$ cat src/rtl/counter_rr_sched_if.sv
// Request/grant bundle between the requesting units and the shared-counter scheduler.
// The scheduler side uses the slave modport and requesters use master.
interface counter_rr_sched_if #(
  parameter int NUM_REQ = 4,
  parameter int CNT_W   = 3,
  parameter int ID_W    = 2
);
  logic [NUM_REQ-1:0]       req;
  logic [NUM_REQ*CNT_W-1:0] len;
  logic [NUM_REQ-1:0]       grant;
  logic                     busy;
  logic [ID_W-1:0]          cur_id;
  logic [CNT_W-1:0]         count;
  logic [NUM_REQ-1:0]       done;

  modport master (
    output req, len,
    input  grant, busy, cur_id, count, done
  );

  modport slave (
    input  req, len,
    output grant, busy, cur_id, count, done
  );
endinterface

$ cat src/rtl/counter_rr_sched.sv
// Round-robin scheduler that lends one shared up-counter to NUM_REQ requesters,
// running clear/count/terminate for the winner and pulsing done on completion.
//
// state  | meaning
// -------+-------------------------------------------------------------
// S_IDLE | no run active; arbitrate among pending requests from ptr
// S_RUN  | grant held for cur_id, count increments up to len_q
// S_DONE | one-cycle done pulse to cur_id, counter holds final value
module counter_rr_sched #(
  parameter int NUM_REQ = 4,
  parameter int CNT_W   = 3,
  parameter int ID_W    = 2
) (
  input  logic              clock,
  input  logic              reset,
  counter_rr_sched_if.slave bus
);

  typedef enum logic [1:0] {S_IDLE, S_RUN, S_DONE} state_t;

  state_t             state, state_nxt;
  logic [NUM_REQ-1:0] grant_q, grant_nxt;
  logic [NUM_REQ-1:0] done_q, done_nxt;
  logic               busy_q, busy_nxt;
  logic [ID_W-1:0]    cur_id_q, cur_id_nxt;
  logic [ID_W-1:0]    ptr_q, ptr_nxt;
  logic [CNT_W-1:0]   count_q, count_nxt;
  logic [CNT_W-1:0]   len_q, len_nxt;

  logic               found;
  logic [ID_W-1:0]    win;

  // First set request at or after ptr, wrapping modulo NUM_REQ.
  always_comb begin
    int idx;
    found = 1'b0;
    win   = '0;
    idx   = 0;
    for (int k = 0; k < NUM_REQ; k++) begin
      idx = int'(ptr_q) + k;
      if (idx >= NUM_REQ) idx = idx - NUM_REQ;
      if (!found && bus.req[idx]) begin
        found = 1'b1;
        win   = ID_W'(idx);
      end
    end
  end

  always_ff @(posedge clock or posedge reset) begin
    if (reset) begin
      state    <= S_IDLE;
      grant_q  <= '0;
      done_q   <= '0;
      busy_q   <= 1'b0;
      cur_id_q <= '0;
      ptr_q    <= '0;
      count_q  <= '0;
      len_q    <= '0;
    end else begin
      state    <= state_nxt;
      grant_q  <= grant_nxt;
      done_q   <= done_nxt;
      busy_q   <= busy_nxt;
      cur_id_q <= cur_id_nxt;
      ptr_q    <= ptr_nxt;
      count_q  <= count_nxt;
      len_q    <= len_nxt;
    end
  end

  always_comb begin
    state_nxt  = state;
    grant_nxt  = grant_q;
    done_nxt   = '0;
    busy_nxt   = busy_q;
    cur_id_nxt = cur_id_q;
    ptr_nxt    = ptr_q;
    count_nxt  = count_q;
    len_nxt    = len_q;

    case (state)
      S_IDLE: begin
        count_nxt = '0;
        grant_nxt = '0;
        busy_nxt  = 1'b0;
        if (found) begin
          state_nxt       = S_RUN;
          grant_nxt       = '0;
          grant_nxt[win]  = 1'b1;
          cur_id_nxt      = win;
          len_nxt         = bus.len[win*CNT_W +: CNT_W];
          busy_nxt        = 1'b1;
          ptr_nxt         = (int'(win) == NUM_REQ - 1) ? '0 : win + ID_W'(1);
        end
      end
      S_RUN: begin
        // Abort wins over completion when both happen in the same cycle.
        if (!bus.req[cur_id_q]) begin
          state_nxt = S_IDLE;
          grant_nxt = '0;
          busy_nxt  = 1'b0;
          count_nxt = '0;
        end else if (count_q == len_q) begin
          state_nxt          = S_DONE;
          grant_nxt          = '0;
          done_nxt[cur_id_q] = 1'b1;
        end else begin
          count_nxt = count_q + CNT_W'(1);
        end
      end
      S_DONE: begin
        state_nxt = S_IDLE;
        busy_nxt  = 1'b0;
        count_nxt = '0;
      end
      default: begin
        state_nxt = S_IDLE;
        grant_nxt = '0;
        busy_nxt  = 1'b0;
        count_nxt = '0;
      end
    endcase
  end

  assign bus.grant  = grant_q;
  assign bus.done   = done_q;
  assign bus.busy   = busy_q;
  assign bus.cur_id = cur_id_q;
  assign bus.count  = count_q;

endmodule

$ cat src/flat_wrapper.sv
// flat-port wrapper written by rule: the top's interface ports become plain ports
module counter_rr_sched_flat 
#(
  parameter int NUM_REQ = 4,
  parameter int CNT_W   = 3,
  parameter int ID_W    = 2
)
  (clock, reset, bus_req, bus_len, bus_grant, bus_busy, bus_cur_id, bus_count, bus_done);
  counter_rr_sched_if #(.NUM_REQ(NUM_REQ), .CNT_W(CNT_W), .ID_W(ID_W)) bus_i ();
  input  logic clock;
  input  logic reset;
  input wire logic [$bits(bus_i.req)-1:0] bus_req;
  input wire logic [$bits(bus_i.len)-1:0] bus_len;
  output wire logic [$bits(bus_i.grant)-1:0] bus_grant;
  output wire logic [$bits(bus_i.busy)-1:0] bus_busy;
  output wire logic [$bits(bus_i.cur_id)-1:0] bus_cur_id;
  output wire logic [$bits(bus_i.count)-1:0] bus_count;
  output wire logic [$bits(bus_i.done)-1:0] bus_done;
  assign bus_i.req = bus_req;
  assign bus_i.len = bus_len;
  assign bus_grant = bus_i.grant;
  assign bus_busy = bus_i.busy;
  assign bus_cur_id = bus_i.cur_id;
  assign bus_count = bus_i.count;
  assign bus_done = bus_i.done;
  counter_rr_sched #(.NUM_REQ(NUM_REQ), .CNT_W(CNT_W), .ID_W(ID_W)) u_core (.clock(clock), .reset(reset), .bus(bus_i));
endmodule
$ cat config.mk
export PLATFORM = sky130hd
export DESIGN_NAME = counter_rr_sched_flat
export DESIGN_NICKNAME = d
export VERILOG_FILES = /design/src/rtl/counter_rr_sched_if.sv /design/src/rtl/counter_rr_sched.sv /design/src/flat_wrapper.sv
export SDC_FILE = /design/constraint.sdc
export NUM_CORES = 1
export LEC_CHECK = 0
export ABC_AREA = 0
export CELL_PAD_IN_SITES_DETAIL_PLACEMENT = 1
export CELL_PAD_IN_SITES_GLOBAL_PLACEMENT = 2
export CORE_MARGIN = 1.5
export CORE_UTILIZATION = 30
export CTS_CLUSTER_DIAMETER = 200
export DETAILED_ROUTE_END_ITERATION = 8
export GPL_TIMING_DRIVEN = 0
export PLACE_DENSITY_LB_ADDON = 0.1
export SYNTH_ARGS = -nofsm -noshare
export SYNTH_HDL_FRONTEND = slang
export SYNTH_SLANG_ARGS = --single-unit
$ cat constraint.sdc
create_clock -name clock -period 5 [get_ports clock]
set_clock_uncertainty 0.05 [all_clocks]
set_input_delay 0.5 -clock clock [delete_from_list [all_inputs] [get_ports clock]]
set_output_delay 0.5 -clock clock [all_outputs]
set_load 0.05 [all_outputs]
# == Yosys cells after proc, flatten, opt, wreduce, memory -nomap -nowiden ==
# Index checks and enable logic that the tools add are counted.
# word_totals
regBits,21
out_inout_bits,14
# op_classes
shifts,1
muxes,48
n_addsub,9
n_eq_ne,8
multipliers,1
n_bitwise,1
reduce_logical,12
n_lt_le_gt_ge,12
# op_table
operator,n
"32-bit by 4-bit less-than comparator with 1-bit output, second input constant",4
32-bit 2-to-1 mux,4
"32-bit by 4-bit >= comparator with 1-bit output, second input constant",3
"32-bit by 4-bit subtractor with 32-bit output, second input constant",3
4-bit 2-to-1 mux,6
1-bit 2-to-1 mux,17
2-bit 2-to-1 mux,8
4-bit one-hot mux with 3 select lines,1
12-bit by 5-bit variable part select with 3-bit output,1
1-bit binary-select mux with 2-bit select,5
3-bit 2-to-1 mux,3
"2-bit by 2-bit adder with 3-bit output, second input constant",2
"2-bit by 3-bit less-than comparator with 1-bit output, second input constant",2
"3-bit != test, second input constant",2
2-bit AND reduction,3
1-bit logical AND,5
1-bit demux with 2-bit select,2
"2-bit by 1-bit == test with 1-bit output, second input constant",2
"2-bit by 1-bit >= comparator with 1-bit output, second input constant",2
"2-bit by 2-bit multiplier with 4-bit output, second input constant",1
2-bit one-hot mux with 2 select lines,1
"2-bit by 3-bit subtractor with 4-bit output, second input constant",1
"2-bit by 1-bit adder with 3-bit output, second input constant",1
"3-bit by 1-bit adder with 3-bit output, second input constant",1
10 further kinds,12

# == Depth between registers and ports, before layout ==
# Gate-level depths: netlist (run 1).
# logic_depth
depth_word,21
depth_mapped,7
mapped_depth_nobuf,6

# == Least setup slack after synthesis (run 1) ==
# Ideal clock, no wire load.
# synth_path
path_type,register to register
start,register u_core.cur_id_q[1] (netlist: u_core.bus.cur_id[1])
end,register u_core.grant_q[2] (netlist: u_core.bus.grant[2])
path_stages_with_launch,6
path_slack_ps,3050
n_path_buf,0
synth_period_minus_slack_ps,1950
arrival_time_ps,1779
cell_sequence,dfrtp_1 -> mux4_2 -> nand3_2 -> nand2b_4 -> o21ai_2 -> a22o_1
# synth_via
elab_chain_cells,4
# synth_rtl
element,line,rtl
"start, declared",counter_rr_sched.sv:25,"logic [ID_W-1:0] cur_id_q, cur_id_nxt;"
"start signal, assigned",counter_rr_sched.sv:64,cur_id_q <= cur_id_nxt;
1-bit binary-select mux with 2-bit select *,counter_rr_sched.sv:98,if (!bus.req[cur_id_q]) begin
1-bit 2-to-1 mux (not written as such) *,counter_rr_sched.sv:98,
4-bit 2-to-1 mux / 3-bit != test (equally long branches),--,
4-bit one-hot mux with 3 select lines / 2-bit AND reduction (equally long branches),--,
"end signal, assigned",counter_rr_sched.sv:61,grant_q <= grant_nxt;
"end, declared",counter_rr_sched.sv:22,"logic [NUM_REQ-1:0] grant_q, grant_nxt;"
# Mark *: on every way between the ends. The rest lies on a longest branch, timed or not. The select of a mux whose other input is x is not followed.
# A chain may end at the register's enable or synchronous reset.

# == Worst setup path after layout (run 1) ==
# layout_path
start,register u_core.cur_id_q[1] (netlist: u_core.bus.cur_id[1])
end,output port bus_cur_id[1]
# layout_rtl
element,line,rtl
"end, declared",flat_wrapper.sv:16,output wire logic [$bits(bus_i.cur_id)-1:0] bus_cur_id;
# No word-level cell between the ends.

==> metrics.md, run 1 <==
| Metric | Value |
|---|---|
| Status | complete, no violations |
| Top Ports | 32 |
| Std cell rows | 21 |
| Crit path cell chain | clkdlybuf4s50_1 |
| Detail Route Antenna Nets | 0 |
| Pre-CTS WS | 2693 ps |
| Clock Latency Late Sink | 310 ps |
| Critical path type | flop to primary output |
| Unrepaired setup endpoints after global routing | false |
| Max Slew Vio Count | 0 |
| IR drop worst, VDD | 0.1684 mV |
| Layout fillers | 393 |
| Final hold violation count | 0 |
| Ys Warns | 0 |
| CTS tree | done |
| Setup ws final | 2798 ps |
| Avg Inst Size Synth | 11.14 µm² |
| Chip height | 61.45 µm |
| Detailed placer's ending HPWL | 1.795 mm |
| Core area | 3311 µm² |
| Post-Syn Area | 1025 µm² |
| Critical Path Fanout Max | 7 |
| Clock-pin slew on the worst setup and hold paths | 130 ps |
| Sequential share of the synthesized area | 0.5128 |
| Clk Tree Root Cell | clkbuf_4 |
| Max Freq | 454.2 MHz |
| Vias in the first global route | 833 |
| GRT overflow | 0 |
| Drt drc | 0 |
| Final Cycle Share | 0.4403 |
| DR pass1 iterations | 4 |
| Hold Path Class | flop to flop |
| Setup_tns | 0 ps |
| CP startpoint kind | flop |
| CP top delay family | buffers and inverters |
| Crit path required time | 4450 ps |
| Crit path DAT | 1650 ps |
| Gpl congestion | 0.7278 |
| Slowest-stage cell, CP | clkdlybuf4s50_1 |
| Diodes inserted | 0 |
| Final setup fails | 0 |
| Crit path depth | 1 |
| Routed vias/inst | 4.792 |
| Port Buffer Count | 31 |
| Commonest non-fill, non-tap cells in the layout | 31 x clkdlybuf4s50_1, 21 x dfrtp_1, 13 x nand2_1, 7 x nor2_1, 7 x mux2i_1 |
| Wire per inst | 13.72 µm |
| Flops & latches, synth | 21 |
| Initial Util | 0.3095 |
| TritonCTS sink count | 21 |
| H-tree depth | 1 |
| Post-CTS Hold Buffers | 0 |
| Pin count of the biggest net entering global routing | 22 |
| Fin cells | 173 |
| Initial antenna violation count | 0 |
| Post-layout min period | 2202 ps |
| Die Area | 3775 µm² |
| First-pass GRT wire length | 3.801 mm |
| Static Leak | 0.6313 nW |
| Primary FF master, synth | dfrtp_1 |
| Post-CTS resize count | 0 |
| Slowest stage delay, CP | 850 ps |
| Synth Instances | 92 |
| Power Density | 604.2 nW/µm² |
| Worst Setup End Kind | primary output |
| Synthesized net count | 112 |
| DRT iter0 DRCs | 22 |
| Post-CTS setup buffers | 0 |
| Fraction of layout cells with a size suffix above 1 | 0.09449 |
| WHS Path Cells | 1 |
| WP buf/inv | 1 |
| CTS Buf Count | 3 |
| Worst Tran Pin Value | 818.8 ps |
| Area grow syn2layout | 38.46% |
| Slew HR | 0.4535 |
| CTS Buffer Depth | 2 |
| FF-to-FF path depth | 5 |
| Unique masters post-synth | 32 |
| Most common cell after layout, fill and taps aside | clkdlybuf4s50_1 |
| Die X | 61.45 µm |
| Routed wire length | 2.374 mm |
| GR Util All Layers | 0.1396 |
| MaxCap Viol Count | 0 |
| Post-synth EDFFs | 0 |
| Final nets | 148 |
| Ys async rst share | 1.000 |
| Placed Instances | 169 |
| Via Count | 829 |
## power by group
part / leakage [nW] / internal (mW) / switching (mW)
Sequential: 0.273 / 0.232 / 0.0593
Clock: 0.0150 / 0.0311 / 0.0533
Combinational: 0.343 / 0.191 / 0.291
Total: 0.631 / 0.454 / 0.403
## stage by stage
step / hold WS, ps / util / power, mW / cell area, µm²
final: 458.8 / 0.4286 / 0.8573 / 1419
after global routing: 485.1 / 0.4286 / 0.9219 / 1419
after CTS: 463.7 / 0.4286 / 0.8736 / 1419
after detailed placement: 434.0 / 0.4206 / 0.7854 / 1393
after global placement: 429.5 / 0.4206 / 0.7740 / 1393
after floorplan: 426.5 / - / 0.6337 / 1025
## state kept, by name, indices dropped and copies added, names as in the netlist
register and cells:
u_core.bus.busy 1, u_core.state 2, u_core.bus.done 4, u_core.ptr_q 2
u_core.len_q 3, u_core.bus.count 3, u_core.bus.cur_id 2, u_core.bus.grant 4
## final cells by class
type,instances,area [µm²],share of cell area
sequential,21,525.5,0.3704
multi-input combinational,63,465.4,0.3280
timing repair buffer,31,310.3,0.2187
tap,46,57.56,0.04056
clock buffer,4,26.28,0.01852
inverter,6,22.52,0.01587
buffer,2,11.26,0.007937
## cells in the mapped netlist, types with 2 or more instances
library cell  instances  area [µm²]
a22o_1                2       17.52
nor2_1                7       26.28
o2bb2ai_1             2       17.52
mux2i_1               7       70.07
a21oi_1               2       10.01
o221ai_1              3       26.28
inv_1                 5       18.77
dfrtp_1              21       525.5
nand2_1              13       48.80
nand3_2               2       20.02
xnor2_1               4       35.03
nand2b_1              3       18.77
ha_1                  2       25.02
## metal layers
metal	global-route usage	vias to the layer above	part of all wire
li1	-	392	-
met1	0.1749	411	0.45
met2	0.2371	22	0.49
met3	0.02101	4	0.038
met4	0.06383	0	0.013
met5	0	-	0
## cells by family after synthesis
family	Yosys count	synth area share
AOI/OAI and AO/OA	17	0.1343
xor gates and xnor gates	5	0.04273
adders and majority gates	2	0.02442
buffers and inverters	8	0.03296
DFF	21	0.5128
muxes	9	0.1013
and+or+nand+nor	30	0.1514
## path summary, 6_finish.rpt
path,startpoint,to,slack [ps]
max in group asynchronous,reset,u_core.len_q[0]$_DFFE_PP0P_,3790
min,u_core.bus.grant[1]$_DFFE_PP0P_,u_core.bus.grant[1]$_DFFE_PP0P_,460
min reg2reg,u_core.bus.grant[1]$_DFFE_PP0P_,u_core.bus.grant[1]$_DFFE_PP0P_,460
max reg2reg,u_core.bus.cur_id[1]$_DFFE_PP0P_,u_core.bus.grant[2]$_DFFE_PP0P_,3210
min in group asynchronous,reset,u_core.bus.grant[0]$_DFFE_PP0P_,590
max,u_core.bus.cur_id[1]$_DFFE_PP0P_,bus_cur_id[1],2800
No activity file was read; power rests on OpenSTA's default activity.
==> inputs of run 2 (changes only) <==
CORE_UTILIZATION = 28   (was 30)
clock period = 2.05 ns   (was 5 ns; I/O delays follow)
==> metrics.md, run 2 (synthesis gave the netlist of run 1 again) <==
| Metric | Value |
|---|---|
| Critical Path Fanout Max | 7 (unchanged) |
| Fraction of layout cells with a size suffix above 1 | 0.09449 (unchanged) |
| Static Leak | 0.6313 nW (unchanged) |
| Post-layout min period | 1896 ps |
| Crit path DAT | 1640 ps (about the same) |
| Fin cells | 173 (unchanged) |
| Worst Setup End Kind | primary output |
| Final Cycle Share | 0.9250 |
| Switching pwr | 975.7 µW (+140%) |
| Most common cell after layout, fill and taps aside | clkdlybuf4s50_1 |
| DR pass1 iterations | 3 (-1) |
| Pre-CTS WS | 21.86 ps (-2671 ps) |
| Detail Route Antenna Nets | 0 (unchanged) |
| Worst Tran Pin Value | 813.9 ps (-4.968 ps) |
| CTS Buf Count | 3 (unchanged) |
| MaxCap Viol Count | 0 (unchanged) |
| CTS tree | done |
| Layout fillers | 391 (-0.51%) |
| Diodes inserted | 0 (unchanged) |
| Crit path cell chain | clkdlybuf4s50_1 |
| Clk Tree Root Cell | clkbuf_4 |
| Post-CTS Hold Buffers | 0 (unchanged) |
| Post-CTS setup buffers | 0 (unchanged) |
| H-tree depth | 1 (unchanged) |
| TritonCTS sink count | 21 (unchanged) |
| GR Util All Layers | 0.1379 (-0.001682) |
| Chip height | 63.50 µm (+3.3%) |
| Setup_tns | 0 ps (unchanged) |
| Sw frac | 0.4686 (-0.001870) |
| P_int | 1.106 mW (+140%) |
| Core area | 3416 µm² (+3.2%) |
| Std cell rows | 21 (unchanged) |
| Port Buffer Count | 31 (unchanged) |
| Die Area | 4032 µm² (+6.8%) |
| Routed wire length | 2.352 mm (-0.93%) |
| Final hold violation count | 0 (unchanged) |
| DRT iter0 DRCs | 26 (+18%) |
| Clock power share | 0.097 (about the same) |
| CP startpoint kind | flop |
| Reg power frac | 0.340 (about the same) |
| Final nets | 148 (unchanged) |
| Post-CTS resize count | 0 (unchanged) |
| Worst r2r src | u_core.bus.cur_id[1]$_DFFE_PP0P_ |
| CTS Buffer Depth | 2 (unchanged) |
| Status | complete, no violations |
| Power Density | 1467 nW/µm² (+140%) |
| R2R Setup Slk | 260 ps (-2950 ps) |
| IR drop worst, VDD | 0.5558 mV (+230%) |
| Via Count | 822 (-0.84%) |
| Routed vias/inst | 4.751 (-0.84%) |
| Clock-pin slew on the worst setup and hold paths | 120 ps (about the same) |
| Commonest non-fill, non-tap cells in the layout | 31 x clkdlybuf4s50_1, 21 x dfrtp_1, 13 x nand2_1, 7 x nor2_1, 7 x mux2i_1 |
| WP buf/inv | 1 (unchanged) |
| Drt drc | 0 (unchanged) |
| Pin count of the biggest net entering global routing | 22 (unchanged) |
| Area grow syn2layout | 38.46% (unchanged) |
| Max Freq | 527.4 MHz |
| Clock Latency Late Sink | 300 ps (about the same) |
| Critical path type | flop to primary output |
| Vias in the first global route | 916 (+10%) |
| Crit path required time | 1790 ps (-2660 ps) |
| Wire per inst | 13.60 µm (-0.93%) |
| Detailed placer's ending HPWL | 1.814 mm (+1.1%) |
| Placed Instances | 169 (unchanged) |
| Slew HR | 0.4568 (+0.003316) |
| Top Ports | 32 (unchanged) |
| CP top delay family | buffers and inverters |
| Combinational Power Share | 0.563 (about the same) |
| Initial Util | 0.3000 (-0.009524) |
| Unrepaired setup endpoints after global routing | false |
| GRT overflow | 0 (unchanged) |
| FF-to-FF path depth | 5 (unchanged) |
| Hold Path Class | input pin to async pin |
| Final setup fails | 0 (unchanged) |
| Die X | 63.50 µm (+3.3%) |
| Slowest stage delay, CP | 850 ps (about the same) |
| Setup ws final | 153.8 ps (-2645 ps) |
| Initial antenna violation count | 0 (unchanged) |
| Slowest-stage cell, CP | clkdlybuf4s50_1 |
| Max Slew Vio Count | 0 (unchanged) |
| Gpl congestion | 0.7429 (+2.1%) |
| First-pass GRT wire length | 4.353 mm (+15%) |
| Worst R2R End | u_core.bus.grant[3]$_DFFE_PP0P_ |
## run 2: area by class of cell
class / count / area (µm²) / share of cell area
Buffer: 2 / 11.26 / 0.007937
Clock buffer: 4 / 26.28 / 0.01852
Inverter: 6 / 22.52 / 0.01587
Multi-Input combinational cell: 63 / 465.4 / 0.3280
Sequential cell: 21 / 525.5 / 0.3704
Tap cell: 46 / 57.56 / 0.04056
Timing Repair Buffer: 31 / 310.3 / 0.2187
## run 2: worst max-delay path by stage
| stage | startpoint | to | slack [ps] | cells past startpoint |
|---|---|---|---|---|
| after detailed placement | bus_req[1] | u_core.bus.grant[2]$_DFFE_PP0P_ | 20 | 6 |
| final | u_core.bus.cur_id[1]$_DFFE_PP0P_ | bus_cur_id[1] | 150 | 1 |
| after global routing | u_core.bus.cur_id[1]$_DFFE_PP0P_ | bus_cur_id[1] | 60 | 1 |
| after floorplan | u_core.bus.cur_id[1]$_DFFE_PP0P_ | u_core.bus.grant[2]$_DFFE_PP0P_ | 100 | 5 |
| after CTS | u_core.bus.cur_id[0]$_DFFE_PP0P_ | bus_cur_id[0] | 130 | 1 |
| after global placement | bus_req[1] | u_core.bus.grant[2]$_DFFE_PP0P_ | 30 | 6 |
## run 2: per-stage QoR
stage                     cell area [µm²]  hold slack [ps]  power (mW)  utilization
after detailed placement             1393            431.6       1.917       0.4077
after global routing                 1419            418.4       2.252       0.4154
final                                1419            296.7       2.082       0.4154
after global placement               1393            429.1       1.897       0.4077
after floorplan                      1025            131.5       1.546            -
after CTS                            1419            339.2       2.127       0.4154
## run 2: power groups by stage
stage | clock (mW) | combinational (mW) | sequential, mW
after CTS | 0.215 | 1.20 | 0.715
after floorplan | 0 | 0.574 | 0.971
after global placement | 0 | 1.18 | 0.718
final | 0.202 | 1.17 | 0.708
after global routing | 0.230 | 1.28 | 0.738
after detailed placement | 0 | 1.19 | 0.722
## run 2: per-layer routing
metal  wire length [µm]  up-vias  part of all wire  track usage
met5                  0        -                 0            0
met2               1182       21              0.50       0.2382
met1               1029      401              0.44       0.1704
met4                 40        0             0.017      0.04891
li1                   -      395                 -            -
met3                100        5             0.043      0.02679
